[config.mk]
export PLATFORM = sky130hd
export DESIGN_NAME = lum_norm_flat
export DESIGN_NICKNAME = d
export VERILOG_FILES = /design/src/rtl/lum_norm_if.sv /design/src/rtl/lum_norm.sv /design/src/flat_wrapper.sv
export SDC_FILE = /design/constraint.sdc
export NUM_CORES = 1
export LEC_CHECK = 0
export BUFFER_PORTS_ARGS = -buffer_cell sky130_fd_sc_hd__buf_2
export CORE_MARGIN = 1
export CORE_UTILIZATION = 50
export CTS_BUF_LIST = sky130_fd_sc_hd__clkbuf_4
export CTS_CLUSTER_DIAMETER = 120
export DETAILED_ROUTE_END_ITERATION = 6
export GPL_ROUTABILITY_DRIVEN = 0
export MAX_ROUTING_LAYER = met4
export PLACE_DENSITY = 0.79
export SYNTH_ARGS = -nofsm -noshare
export SYNTH_HDL_FRONTEND = slang
export SYNTH_SLANG_ARGS = --single-unit
export TNS_END_PERCENT = 50
[constraint.sdc]
create_clock -name clk -period 5.7 [get_ports clk]
set_clock_uncertainty 0.05 [all_clocks]
set_input_delay 0.855 -clock clk [delete_from_list [all_inputs] [get_ports clk]]
set_output_delay 0.855 -clock clk [all_outputs]
set_load 0.02 [all_outputs]
[src/rtl/lum_norm_if.sv]
// lum_norm_if: pixel-in / luminance-out streaming bundle for lum_norm.
//   in_valid/in_ready       : upstream handshake
//   in_r/in_g/in_b          : 8-bit unsigned sRGB components
//   out_valid/out_ready     : downstream handshake
//   out_lum                 : normalised luminance, unsigned 1.8 (LUM_OUT bits)
//   out_eol/out_eof         : last pixel of line / last pixel of frame
// master = the side feeding pixels and consuming luminance; slave = lum_norm.
interface lum_norm_if #(
    parameter int LUM_OUT = 9
);
    logic               in_valid;
    logic               in_ready;
    logic [7:0]         in_r;
    logic [7:0]         in_g;
    logic [7:0]         in_b;
    logic               out_valid;
    logic               out_ready;
    logic [LUM_OUT-1:0] out_lum;
    logic               out_eol;
    logic               out_eof;

    modport master (
        output in_valid, in_r, in_g, in_b, out_ready,
        input  in_ready, out_valid, out_lum, out_eol, out_eof
    );

    modport slave (
        input  in_valid, in_r, in_g, in_b, out_ready,
        output in_ready, out_valid, out_lum, out_eol, out_eof
    );
endinterface

[src/rtl/lum_norm.sv]
// lum_norm: RGB to normalised luminance, 2-stage elastic pipeline.
//   clk   : single clock, rising edge
//   rst_n : asynchronous active-low reset
//   bus   : lum_norm_if.slave (pixel input handshake, luminance output handshake)
// Y = (77R + 150G + 29B + 128) >> 8, out_lum = Y + Y[7] so that 255 -> 1.0.
// Each accepted pixel is tagged with end-of-line / end-of-frame from the
// internal column/row counters.
module lum_norm #(
    parameter int IMG_W   = 640,
    parameter int IMG_H   = 480,
    parameter int LUM_OUT = 9
) (
    input logic     clk,
    input logic     rst_n,
    lum_norm_if.slave bus
);
    localparam int COL_W = $clog2(IMG_W);
    localparam int ROW_W = $clog2(IMG_H);

    function automatic logic [15:0] weighted_sum(input logic [7:0] r, input logic [7:0] g,
                                                 input logic [7:0] b);
        logic [15:0] acc;
        acc = 16'(r) * 16'd77 + 16'(g) * 16'd150 + 16'(b) * 16'd29;
        return acc;
    endfunction

    // Max sum is 65280, so adding the half-LSB cannot wrap 16 bits.
    function automatic logic [8:0] round_norm(input logic [15:0] sum);
        logic [15:0] rnd;
        logic [7:0]  y;
        rnd = sum + 16'd128;
        y   = rnd[15:8];
        return {1'b0, y} + {8'd0, y[7]};
    endfunction

    logic               adv_p1, adv_p2, accept;
    logic               vld_p1, vld_p2;
    logic [COL_W-1:0]   col;
    logic [ROW_W-1:0]   row;
    logic               at_eol, at_eof;

    logic [15:0]        sum_p1;
    logic               eol_p1, eof_p1;
    logic [LUM_OUT-1:0] lum_p2;
    logic               eol_p2, eof_p2;

    assign adv_p2 = !vld_p2 || bus.out_ready;
    assign adv_p1 = !vld_p1 || adv_p2;
    assign accept = bus.in_valid && adv_p1;
    assign at_eol = (col == COL_W'(IMG_W - 1));
    assign at_eof = at_eol && (row == ROW_W'(IMG_H - 1));

    assign bus.in_ready  = adv_p1;
    assign bus.out_valid = vld_p2;
    assign bus.out_lum   = lum_p2;
    assign bus.out_eol   = eol_p2;
    assign bus.out_eof   = eof_p2;

    // Position counters: move only on accepted beats.
    always_ff @(posedge clk or negedge rst_n) begin
        if (!rst_n) begin
            col <= '0;
            row <= '0;
        end else if (accept) begin
            if (at_eof) begin
                col <= '0;
                row <= '0;
            end else if (at_eol) begin
                col <= '0;
                row <= row + 1'b1;
            end else begin
                col <= col + 1'b1;
            end
        end
    end

    // Stage p1: weighted sum and position flags.
    always_ff @(posedge clk or negedge rst_n) begin
        if (!rst_n) begin
            vld_p1 <= 1'b0;
        end else if (adv_p1) begin
            vld_p1 <= accept;
        end
    end

    always_ff @(posedge clk) begin
        if (accept) begin
            sum_p1 <= weighted_sum(bus.in_r, bus.in_g, bus.in_b);
            eol_p1 <= at_eol;
            eof_p1 <= at_eof;
        end
    end

    // Stage p2: normalised luminance and flags, held while stalled.
    always_ff @(posedge clk or negedge rst_n) begin
        if (!rst_n) begin
            vld_p2 <= 1'b0;
            lum_p2 <= '0;
            eol_p2 <= 1'b0;
            eof_p2 <= 1'b0;
        end else if (adv_p2) begin
            vld_p2 <= vld_p1;
            if (vld_p1) begin
                lum_p2 <= LUM_OUT'(round_norm(sum_p1));
                eol_p2 <= eol_p1;
                eof_p2 <= eof_p1;
            end
        end
    end
endmodule

[src/flat_wrapper.sv]
// flat-port wrapper written by rule: the top's interface ports become plain ports
module lum_norm_flat 
#(
    parameter int IMG_W   = 640,
    parameter int IMG_H   = 480,
    parameter int LUM_OUT = 9
)
  (clk, rst_n, bus_in_valid, bus_in_r, bus_in_g, bus_in_b, bus_out_ready, bus_in_ready, bus_out_valid, bus_out_lum, bus_out_eol, bus_out_eof);
  lum_norm_if #(.LUM_OUT(LUM_OUT)) bus_i ();
  input logic clk;
  input logic rst_n;
  input wire logic [$bits(bus_i.in_valid)-1:0] bus_in_valid;
  input wire logic [$bits(bus_i.in_r)-1:0] bus_in_r;
  input wire logic [$bits(bus_i.in_g)-1:0] bus_in_g;
  input wire logic [$bits(bus_i.in_b)-1:0] bus_in_b;
  input wire logic [$bits(bus_i.out_ready)-1:0] bus_out_ready;
  output wire logic [$bits(bus_i.in_ready)-1:0] bus_in_ready;
  output wire logic [$bits(bus_i.out_valid)-1:0] bus_out_valid;
  output wire logic [$bits(bus_i.out_lum)-1:0] bus_out_lum;
  output wire logic [$bits(bus_i.out_eol)-1:0] bus_out_eol;
  output wire logic [$bits(bus_i.out_eof)-1:0] bus_out_eof;
  assign bus_i.in_valid = bus_in_valid;
  assign bus_i.in_r = bus_in_r;
  assign bus_i.in_g = bus_in_g;
  assign bus_i.in_b = bus_in_b;
  assign bus_i.out_ready = bus_out_ready;
  assign bus_in_ready = bus_i.in_ready;
  assign bus_out_valid = bus_i.out_valid;
  assign bus_out_lum = bus_i.out_lum;
  assign bus_out_eol = bus_i.out_eol;
  assign bus_out_eof = bus_i.out_eof;
  lum_norm #(.IMG_W(IMG_W), .IMG_H(IMG_H), .LUM_OUT(LUM_OUT)) u_core (.clk(clk), .rst_n(rst_n), .bus(bus_i));
endmodule
Word-level counts from Yosys, hierarchy flattened
Index checks and enable logic that the tools add are counted.
{"block": "classes", "n_addsub": 6, "n_div": 0, "mul": 3, "bitwise_logic": 0, "n_reduce_logical": 9, "muxes": 4, "n_eq_ne": 2, "n_lt_le_gt_ge": 0, "n_shift": 0}
{"operator": "8-bit by 7-bit multiplier with 15-bit output, second input constant", "count": 2}
{"operator": "10-bit two-way mux", "count": 2}
{"operator": "9-bit two-way mux", "count": 2}
{"operator": "15-bit by 16-bit adder with 16-bit output", "count": 1}
{"operator": "16-bit by 13-bit adder with 16-bit output", "count": 1}
{"operator": "16-bit by 8-bit adder with 16-bit output, second input constant", "count": 1}
{"operator": "8-bit by 5-bit multiplier with 13-bit output, second input constant", "count": 1}
{"operator": "10-bit by 1-bit adder with 10-bit output, second input constant", "count": 1}
{"operator": "10-bit equality test, second input constant", "count": 1}
{"operator": "8-bit by 1-bit adder with 9-bit output", "count": 1}
{"operator": "9-bit by 1-bit adder with 9-bit output, second input constant", "count": 1}
{"operator": "9-bit equality test, second input constant", "count": 1}
{"operator": "2-bit AND reduction", "count": 2}
{"operator": "1-bit logical AND", "count": 2}
{"operator": "1-bit zero test", "count": 2}
{"operator": "1-bit logical OR", "count": 2}
{"operator": "2-bit nonzero test", "count": 1}
{"block": "word_totals", "in_bits": 28, "out_inout_bits": 13, "rom_bits": 0, "n_memories": 0, "mem_bits_rw": 0, "regBits": 50, "word_cells": 34, "latchBits": 0}

Depth between registers and ports, before layout
Gate-level depths: netlist (run 1).
{"block": "logic_depth", "word_depth": 5, "depth_mapped": 23, "ltp_nobuf": 23}

Worst setup path before layout (run 1)
No wires, ideal clock.
{"block": "synth_path", "kind": "input-to-reg", "from": "in bus_in_g[4]", "to": "reg u_core.sum_p1[12], data pin", "path_stages": 21, "path_slack_ns": -0.730, "n_path_buf": 0, "t_arrival_ns": 6.122, "path_cell_list": "ha_1 -> ha_1 -> inv_1 -> fa_1 -> fa_1 -> inv_1 -> ha_1 -> xnor2_1 -> fa_1 -> inv_1 -> fa_1 -> fa_1 -> fa_1 -> inv_1 -> ha_1 -> o21a_1 -> o21ai_0 -> a31oi_1 -> a21o_1 -> a21oi_1 -> xnor2_1"}
{"block": "synth_between", "elab_chain_len": 3}
{"item": "start, declared", "line_no": "flat_wrapper.sv:14", "text": "input wire logic [$bits(bus_i.in_g)-1:0] bus_in_g;"}
{"item": "8-bit by 7-bit multiplier with 15-bit output", "line_no": "lum_norm.sv:23", "text": "acc = 16'(r) * 16'd77 + 16'(g) * 16'd150 + 16'(b) * 16'd29;"}
{"item": "15-bit by 16-bit adder with 16-bit output", "line_no": "lum_norm.sv:23"}
{"item": "16-bit by 13-bit adder with 16-bit output", "line_no": "lum_norm.sv:23"}
{"item": "end signal, assigned", "line_no": "lum_norm.sv:88", "text": "sum_p1 <= weighted_sum(bus.in_r, bus.in_g, bus.in_b);"}
{"item": "end, declared", "line_no": "lum_norm.sv:42", "text": "logic [15:0] sum_p1;"}
Every way passes these cells.
A chain may end at the register's enable or synchronous reset.

Worst setup path after layout (run 1)
Ends and elaborated chain as after synthesis.

==> results of run 1 <==
==> cell usage after synthesis, types with 6 or more instances <==
master / count / share of area
a21o_1: 12 / 0.017
a21oi_1: 15 / 0.014
and3_1: 7 / 0.0083
dfrtp_1: 32 / 0.15
edfxtp_1: 11 / 0.062
fa_1: 55 / 0.21
ha_1: 89 / 0.21
inv_1: 102 / 0.072
nand2_1: 35 / 0.025
nand3_1: 6 / 0.0057
nand4_1: 12 / 0.014
nor2_1: 18 / 0.013
o21ai_0: 21 / 0.020
xnor2_1: 23 / 0.038
xor2_1: 15 / 0.025
==> cells in the final DEF (no fill, tap or decap), types with 4 or more instances in the layout <==
master    netlist  layout
inv_2           0       7
nor3_1          5       5
edfxtp_1       11      11
xor2_1         15      15
and3_1          7       6
nand2_1        35      34
o21ai_0        21      17
ha_1           89      82
xnor2_1        23      21
nand3_1         6       6
a21o_1         12      12
nor2_1         18      16
a31oi_1         5       5
nand3b_1        4       4
nand4_1        12      12
a21oi_1        15      11
dfrtp_1        32      32
buf_2           0      37
fa_1           55      54
nand2b_1        4       4
buf_4           3      54
inv_1         102      96
clkbuf_4        0       6
ha_4            0       7
mux2_2          5       5
==> final timing paths <==
path	to	slack, ns	depth (start not counted)
setup / recovery	u_core.sum_p1[12]$_DFFE_PP_	-0.25	24
hold / removal	u_core.bus.out_lum[6]$_DFFE_PN0P_	0.43	2
hold reg to reg	u_core.bus.out_lum[6]$_DFFE_PN0P_	0.43	2
min in group asynchronous	u_core.row[8]$_DFFE_PN0P_	0.48	1
max in group asynchronous	u_core.bus.out_lum[7]$_DFFE_PN0P_	4.67	1
setup reg to reg	u_core.bus.out_lum[6]$_DFFE_PN0P_	2.68	12
==> metrics by stage <==
step           setup WS [ns]  instance area [um^2]  cells
2_1_floorplan         -0.338                  5420    532
3_3_place_gp          -0.564                  6130    752
3_5_place_dp          -0.704                  6130    752
4_1_cts               -0.208                  6250    762
5_1_grt               -0.418                  6270    762
6_report              -0.250                  6270    762
==> state kept, by name, summed over array words and instances (netlist names), 9 cells and up <==
name                cells
u_core.col             10
u_core.sum_p1           9
u_core.row              9
u_core.bus.out_lum      9
==> worst max-delay path, stage by stage <==
cell and delay, ns:
buf_8 0.10, ha_4 0.23, ha_4 0.26, inv_2 0.04, fa_1 0.45, fa_1 0.52, inv_2 0.05, ha_4 0.24
a21oi_2 0.15, o21ai_2 0.07, xor2_1 0.17, ha_1 0.30, inv_2 0.04, fa_1 0.51, fa_2 0.44, fa_1 0.52
inv_2 0.05, ha_4 0.28, o21a_1 0.14, o21ai_2 0.07, a31oi_1 0.17, a21o_1 0.19, a21oi_2 0.07, xnor2_1 0.12
==> cells by family after synthesis <==
logic type               count (synthesis)  synth area share
XOR/XNOR                                39            0.0659
multiplexers                             7            0.0146
flip-flops                              43             0.213
AND/OR/NAND/NOR                        109             0.108
buffers and inverters                  109            0.0808
adder cells (fa/ha/maj)                144             0.418
AO/OA/AOI/OAI                           81            0.0997
==> what timing repair did <==
item / CTS / global route
pin swaps: 16 / 1
setup buffers: 2 / 0
setup endpoints to repair: 6 / 8
gates resized for setup: 19 / 5
==> routing by layer <==
layer / vias up / wire (um) / global-route usage
met5: - / 0 / -
met2: 71 / 5620 / 0.398
li1: 1968 / - / -
met3: 10 / 227 / 0.0162
met1: 1931 / 4170 / 0.234
met4: 0 / 126 / 0.0523
==> area by class of cell <==
class	count	area (um^2)	area share
Timing Repair Buffer	93	617	0.0983
Sequential cell	43	1130	0.180
Tap cell	136	170	0.0271
Inverter	102	383	0.0610
Clock inverter	2	7.51	0.00120
Multi-Input combinational cell	380	3920	0.625
Clock buffer	6	45.0	0.00718
==> flow_summary.json, run 1 <==
{
  "drtPass1Iterations": 4,
  "slew_viol_final": 0,
  "critPathLaunch": "bus_in_g[4]",
  "min_from": "u_core.bus.out_lum[6]$_DFFE_PN0P_",
  "synth_async_sr_flop_share": 0.744,
  "cts_tree": "done",
  "synth_cell_types": 60,
  "period_minus_slack_ns": 5.95,
  "ys_warn_count": 0,
  "h-tree-depth": 2,
  "syn-num-nets": 704,
  "avgSynthCellArea_um2": 9.96,
  "drt.antenna.violating_nets": 0,
  "holdWs_ns": 0.431,
  "finalCritPeriodShare": 1.04,
  "grt_overflow": 0,
  "drt_iter0_markers": 113,
  "area_growth_pct": 18.4,
  "holdCritPathClass": "flip-flop to flip-flop",
  "final_hold_viol_count": 0,
  "port_buffers": 40,
  "violations": "negative setup slack",
  "clk_path_buf_depth": 2,
  "grt_pass1_wl_um": 18200,
  "tightestPinTransition_ns": 0.693,
  "die_w_um": 105,
  "grt_usage": 0.209,
  "grt_setup_unrepaired": "true",
  "antenna_found_initial": 0,
  "num_antenna_cells": 0,
  "ys_seq_elements": 43,
  "clk_pin_slew_ns": 0.11,
  "synth_top_flop_cell": "dfrtp_1",
  "start_util": 0.516,
  "clock_sinks": 43,
  "clock-root-buffer": "clkbuf_4",
  "fin_util": 0.610,
  "yosysSeqAreaShare": 0.213,
  "drc": 0,
  "ioPinCount": 41,
  "critical_path.startpoint_type": "input port",
  "wl_um": 10100,
  "core_um2": 10300,
  "synth_edf_count": 11,
  "rows": 37,
  "cap_viol_max_count": 0,
  "place_hpwl_um": 8830,
  "grt_start_max_net_pins": 33,
  "grt_pass1_vias": 4213,
  "drive_above_1_share": 0.230,
  "cts_buffers": 5,
  "final_nets": 797,
  "reg2reg_from": "u_core.sum_p1[8]$_DFFE_PP_",
  "worst_ep_arrival_time_ns": 6.02,
  "cp.required_ns": 5.77,
  "hold_buffers": 0,
  "clk_latency_ns": 0.36,
  "n_fill_cell": 865,
  "vias": 3980,
  "fin_ws_ns": -0.250,
  "finalSetupViolations": 7,
  "synth_cells": 532,
  "critical_path_class": "input port to flip-flop",
  "critical_path_peak_fanout": 5,
  "synth_area_um2": 5300,
  "outcome": "finished with violations",
  "routedWlPerCell_um": 13.3,
  "vias_per_cell": 5.22,
  "fmax_mhz": 168,
  "fin_setup_tns_ns": -1.09,
  "slew_headroom": 0.538,
  "die_h_um": 105,
  "cp-end-kind": "flip-flop",
  "fp.dieArea_um2": 11000
}
Power of run 1 is not shown: default switching activity piles up to over one toggle a cycle in this logic, so the estimate is an artifact.
==> run 2, diff against run 1 <==
--- a/config.mk
+++ b/config.mk
@@ -6,6 +6,7 @@
 export NUM_CORES = 1
 export LEC_CHECK = 0
 export BUFFER_PORTS_ARGS = -buffer_cell sky130_fd_sc_hd__buf_2
+export CORE_ASPECT_RATIO = 1.2
 export CORE_MARGIN = 1
 export CORE_UTILIZATION = 50
 export CTS_BUF_LIST = sky130_fd_sc_hd__clkbuf_4
==> run 2 against run 1 <==
Effect of this change:
- the run still ends with negative setup slack left
- routed wire length grew 1.3%
- fmax rose by 0.84%
- cell count is 1.8% lower
- sequential share of layout area is essentially flat
- worst hold slack lost 0.0027 ns
- non-clock buffer count down 4
- register-to-register slack worse by 0.05 ns
- via count up 0.45%
- global-route usage is 0.38 points higher
- design area up 0.22%
- critical path depth fell by 2
- sequential cell count unchanged
- critical path type unchanged
==> flow_summary.json, run 2 (synthesis results as in run 1) <==
{
  "outcome": "finished with violations",
  "violations": "negative setup slack",
  "slew_headroom": 0.508,
  "antenna_found_initial": 0,
  "r2r_end": "u_core.bus.out_lum[6]$_DFFE_PN0P_",
  "drc": 0,
  "slew_viol_final": 0,
  "drt.antenna.violating_nets": 0,
  "clk_path_buf_depth": 2,
  "area_growth_pct": 18.7,
  "grt_pass1_vias": 4204,
  "top_register": "u_core.col",
  "clock-root-buffer": "clkbuf_4",
  "regToRegSetupSlack_ns": 2.63,
  "clock_sinks": 43,
  "cap_viol_max_count": 0,
  "die_h_um": 115,
  "holdCritPathClass": "flip-flop to flip-flop",
  "tightestPinTransition_ns": 0.738,
  "final_nets": 793,
  "min_to": "u_core.row[4]$_DFFE_PN0P_",
  "fin_ws_ns": -0.201,
  "drtPass1Iterations": 4,
  "vias_per_cell": 5.34,
  "die_w_um": 96.0,
  "cp.required_ns": 5.76,
  "fin_cells": 748,
  "layout_common_cells": "97 x inv_1, 79 x ha_1, 55 x fa_1, 49 x buf_4, 39 x buf_2",
  "reg2reg_from": "u_core.sum_p1[7]$_DFFE_PP_",
  "core_um2": 10200,
  "rows": 40,
  "path_buf_inv": 6,
  "dpl_worst_slack_ns": -0.702,
  "min_from": "u_core.row[4]$_DFFE_PN0P_",
  "critical_path_peak_fanout": 5,
  "worst_ep_arrival_time_ns": 5.96,
  "finalSetupViolations": 5,
  "n_fill_cell": 808,
  "start_util": 0.522,
  "finalCritPeriodShare": 1.04,
  "num_antenna_cells": 0,
  "cp_slowest_cell": "fa_1",
  "critical_path.startpoint_type": "input port",
  "routedWlPerCell_um": 13.7,
  "h-tree-depth": 2,
  "path_cells": "buf_8 > ha_4 > ha_4 > inv_2 > fa_1 > fa_1 > inv_2 > ha_4 > xnor2_2 > fa_1 > inv_1 > fa_1 > fa_1 > fa_1 > inv_2 > ha_4 > o21a_1 > o21ai_2 > buf_4 > a31oi_4 > o41ai_2 > xnor2_1",
  "r2r_cells": 12,
  "grt_start_max_net_pins": 33,
  "final_common_cell": "inv_1",
  "drive_above_1_share": 0.228,
  "clk_pin_slew_ns": 0.12,
  "slowest_delay_ns": 0.53,
  "place_inst": 737,
  "fmax_mhz": 169,
  "vias": 3998,
  "grt_overflow": 0,
  "hold_buffers": 0,
  "grt_usage": 0.213,
  "cts_tree": "done",
  "port_buffers": 40,
  "clk_latency_ns": 0.35,
  "largest_register_ffs": 10,
  "fin_area_um2": 6290,
  "cp-end-kind": "flip-flop",
  "critPathLaunch": "bus_in_g[4]",
  "holdWs_ns": 0.428,
  "crit_top_cell": "fa_1",
  "drt_iter0_markers": 86,
  "dpl-instance-area_um2": 6080,
  "critPathTopFamily": "adder cells",
  "cts_buffers": 5,
  "final_hold_viol_count": 0,
  "ioPinCount": 41,
  "wl_um": 10300,
  "fp.dieArea_um2": 11000,
  "grt_pass1_wl_um": 18000,
  "grt_setup_unrepaired": "true",
  "period_minus_slack_ns": 5.90,
  "min_path_cells": 1,
  "critical_path_class": "input port to flip-flop",
  "place_hpwl_um": 8720
}
==> run 2: how the worst max path moves through the flow <==
| stage | end | depth (start not counted) |
|---|---|---|
| 4_1_cts | u_core.sum_p1[12]$_DFFE_PP_ | 22 |
| 3_5_place_dp | u_core.sum_p1[13]$_DFFE_PP_ | 23 |
| 3_3_place_gp | u_core.sum_p1[12]$_DFFE_PP_ | 22 |
| 2_1_floorplan | u_core.sum_p1[12]$_DFFE_PP_ | 21 |
| 5_1_grt | u_core.sum_p1[13]$_DFFE_PP_ | 22 |
| 6_report | u_core.sum_p1[13]$_DFFE_PP_ | 22 |
==> run 2: per-stage QoR <==
step	setup TNS, ns	util
2_1_floorplan	-1.53	-
3_3_place_gp	-3.61	0.598
3_5_place_dp	-4.57	0.598
4_1_cts	-0.459	0.611
5_1_grt	-1.75	0.619
6_report	-0.576	0.619
==> run 2: cell type report <==
cell class	instances	area, um^2	share of cell area
clock buffers	8	60.1	0.00955
inverters	102	383	0.0609
multi-input cells	380	3980	0.633
flip-flops and latches	43	1130	0.180
well taps	126	158	0.0251
repair buffers	89	578	0.0919
==> run 2: repair_timing <==
action / 4_1_cts / 5_1_grt
resized for setup: 15 / 11
endpoints found under the hold margin: 0 / 0
setup buffers: 1 / 2
pin swaps: 12 / 4
setup endpoints to repair: 7 / 8
==> run 2: metal layers <==
metal,track usage,routed length [um],vias to the layer above
met2,0.422,5790,70
met1,0.219,4070,1953
met3,0.0152,211,17
li1,-,-,1958
met5,-,0,-
met4,0.0567,204,0
Power of run 2 is left out for the same reason.
==> run 3, diff against run 2 <==
--- a/config.mk
+++ b/config.mk
@@ -15,6 +15,7 @@
 export GPL_ROUTABILITY_DRIVEN = 0
 export MAX_ROUTING_LAYER = met4
 export PLACE_DENSITY = 0.79
+export REMOVE_ABC_BUFFERS = 1
 export SYNTH_ARGS = -nofsm -noshare
 export SYNTH_HDL_FRONTEND = slang
 export SYNTH_SLANG_ARGS = --single-unit
==> run 3 against run 2 <==
Effect of this change:
- the flow still finishes with violations (negative setup slack)
- sequential cell count is the same
- first-iteration DRC count grew 10%
- count of clock-buffer cells in the layout down 1
- worst setup slack got worse by 0.071 ns
- die area unchanged
- worst hold slack gained 0.0097 ns
- sequential share of layout area down 0.42 points
- global-route usage up 1.8 points
- via count is 2.6% higher
- cell count rose by 1.3%
- largest cell class unchanged
==> flow_summary.json, run 3 (synthesis results as in run 1) <==
{
  "grt_usage": 0.230,
  "fin_util": 0.633,
  "fp.dieArea_um2": 11000,
  "clk_path_buf_depth": 2,
  "fin_ws_ns": -0.271,
  "rows": 40,
  "ioPinCount": 41,
  "outcome": "finished with violations",
  "clock_sinks": 43,
  "hold_buffers": 0,
  "finalSetupViolations": 7,
  "wl_um": 11200,
  "vias_per_cell": 5.41,
  "tightestPinTransition_ns": 0.688,
  "die_w_um": 96.0,
  "final_common_cell": "inv_1",
  "cp-end-kind": "flip-flop",
  "fmax_mhz": 167,
  "cp.required_ns": 5.76,
  "final_nets": 803,
  "top_register": "u_core.col",
  "grt_setup_unrepaired": "true",
  "critical_path_peak_fanout": 3,
  "holdWs_ns": 0.438,
  "period_minus_slack_ns": 5.97,
  "n_fill_cell": 780,
  "core_um2": 10200,
  "num_antenna_cells": 0,
  "critical_path.startpoint_type": "input port",
  "die_h_um": 115,
  "h-tree-depth": 2,
  "violations": "negative setup slack",
  "holdCritPathClass": "flip-flop to flip-flop",
  "multi_input_area_um2": 4040,
  "grt_overflow": 0,
  "cts_tree": "done",
  "drtPass1Iterations": 4,
  "grt_start_max_net_pins": 33,
  "cap_viol_max_count": 0,
  "cts_buffers": 5,
  "clk_latency_ns": 0.35,
  "finalCritPeriodShare": 1.05,
  "port_buffers": 40,
  "clock-root-buffer": "clkbuf_4",
  "area_growth_pct": 21.5,
  "place_hpwl_um": 8880,
  "layout_common_cells": "94 x inv_1, 79 x ha_1, 58 x buf_4, 54 x fa_1, 38 x buf_2",
  "final_hold_viol_count": 0,
  "critical_path_class": "input port to flip-flop",
  "worst_ep_arrival_time_ns": 6.03,
  "largest_register_ffs": 10,
  "vias": 4101,
  "slew_headroom": 0.541,
  "drive_above_1_share": 0.263,
  "regArea_um2": 1130,
  "antenna_found_initial": 0,
  "drt.antenna.violating_nets": 0,
  "grt_pass1_vias": 4475,
  "drc": 0,
  "grt_pass1_wl_um": 19200,
  "drt_iter0_markers": 95,
  "routedWlPerCell_um": 14.8,
  "slew_viol_final": 0,
  "start_util": 0.522,
  "clk_pin_slew_ns": 0.11
}
==> run 3: cell types whose count changed in the layout (fill, tap and decap cells not counted), sizes merged <==
| cell | previous run | this run |
|---|---|---|
| buf | 89 | 99 |
| clkbuf | 8 | 7 |
| clkinv | 0 | 1 |
==> run 3: repair_timing <==
action | in CTS | in global routing
pin swaps | 32 | 10
setup endpoints to repair | 8 | 8
hold endpoints to repair | 0 | 0
resized for setup | 53 | 12
setup buffers | 4 | 2
==> run 3: final cells by class <==
| type | count | share of cell area |
|---|---|---|
| timing repair buffer | 99 | 0.103 |
| tap | 126 | 0.0245 |
| clock buffer | 7 | 0.00816 |
| clock inverter | 1 | 0.000778 |
| sequential | 43 | 0.176 |
| inverter | 102 | 0.0595 |
| multi-input combinational | 380 | 0.628 |
==> run 3: routing by layer <==
layer / global-route usage / wire length (um) / vias up
li1: - / - / 1981
met1: 0.224 / 4270 / 2011
met2: 0.451 / 6400 / 83
met3: 0.0251 / 276 / 26
met4: 0.0925 / 285 / 0
met5: - / 0 / -
==> run 3: final timing paths <==
check | from | to | slack (ns) | cells past startpoint
setup / recovery | bus_in_g[4] | u_core.sum_p1[15]$_DFFE_PP_ | -0.27 | 23
hold / removal | u_core.row[4]$_DFFE_PN0P_ | u_core.row[4]$_DFFE_PN0P_ | 0.44 | 1
setup reg to reg | u_core.sum_p1[7]$_DFFE_PP_ | u_core.bus.out_lum[6]$_DFFE_PN0P_ | 2.69 | 12
hold reg to reg | u_core.row[4]$_DFFE_PN0P_ | u_core.row[4]$_DFFE_PN0P_ | 0.44 | 1
max in group asynchronous | rst_n | u_core.row[1]$_DFFE_PN0P_ | 4.67 | 1
min in group asynchronous | rst_n | u_core.col[5]$_DFFE_PN0P_ | 0.49 | 1
==> run 3: per-stage QoR <==
step           TNS (ns)  setup WS (ns)  instances  area (um^2)
2_1_floorplan     -4.03         -0.730        525         5250
3_3_place_gp      -6.22         -0.951        744         6010
3_5_place_dp      -7.44          -1.13        744         6010
4_1_cts          -0.751         -0.190        756         6370
5_1_grt           -2.27         -0.420        758         6440
6_report          -1.29         -0.271        758         6440
==> run 3: critical path: stages <==
cell and delay [ns]:
buf_8 0.10, ha_4 0.24, ha_4 0.26, inv_2 0.04, fa_1 0.46, fa_1 0.51, inv_2 0.05, ha_4 0.16
buf_4 0.14, nor4_2 0.30, o21ai_1 0.22, nand2_2 0.14, xnor2_1 0.08, ha_1 0.29, inv_1 0.05, fa_1 0.47
inv_1 0.05, fa_1 0.47, ha_1 0.30, a21o_1 0.22, a221oi_2 0.31, o221ai_1 0.19, xnor2_1 0.15
Power of run 3 is left out for the same reason.
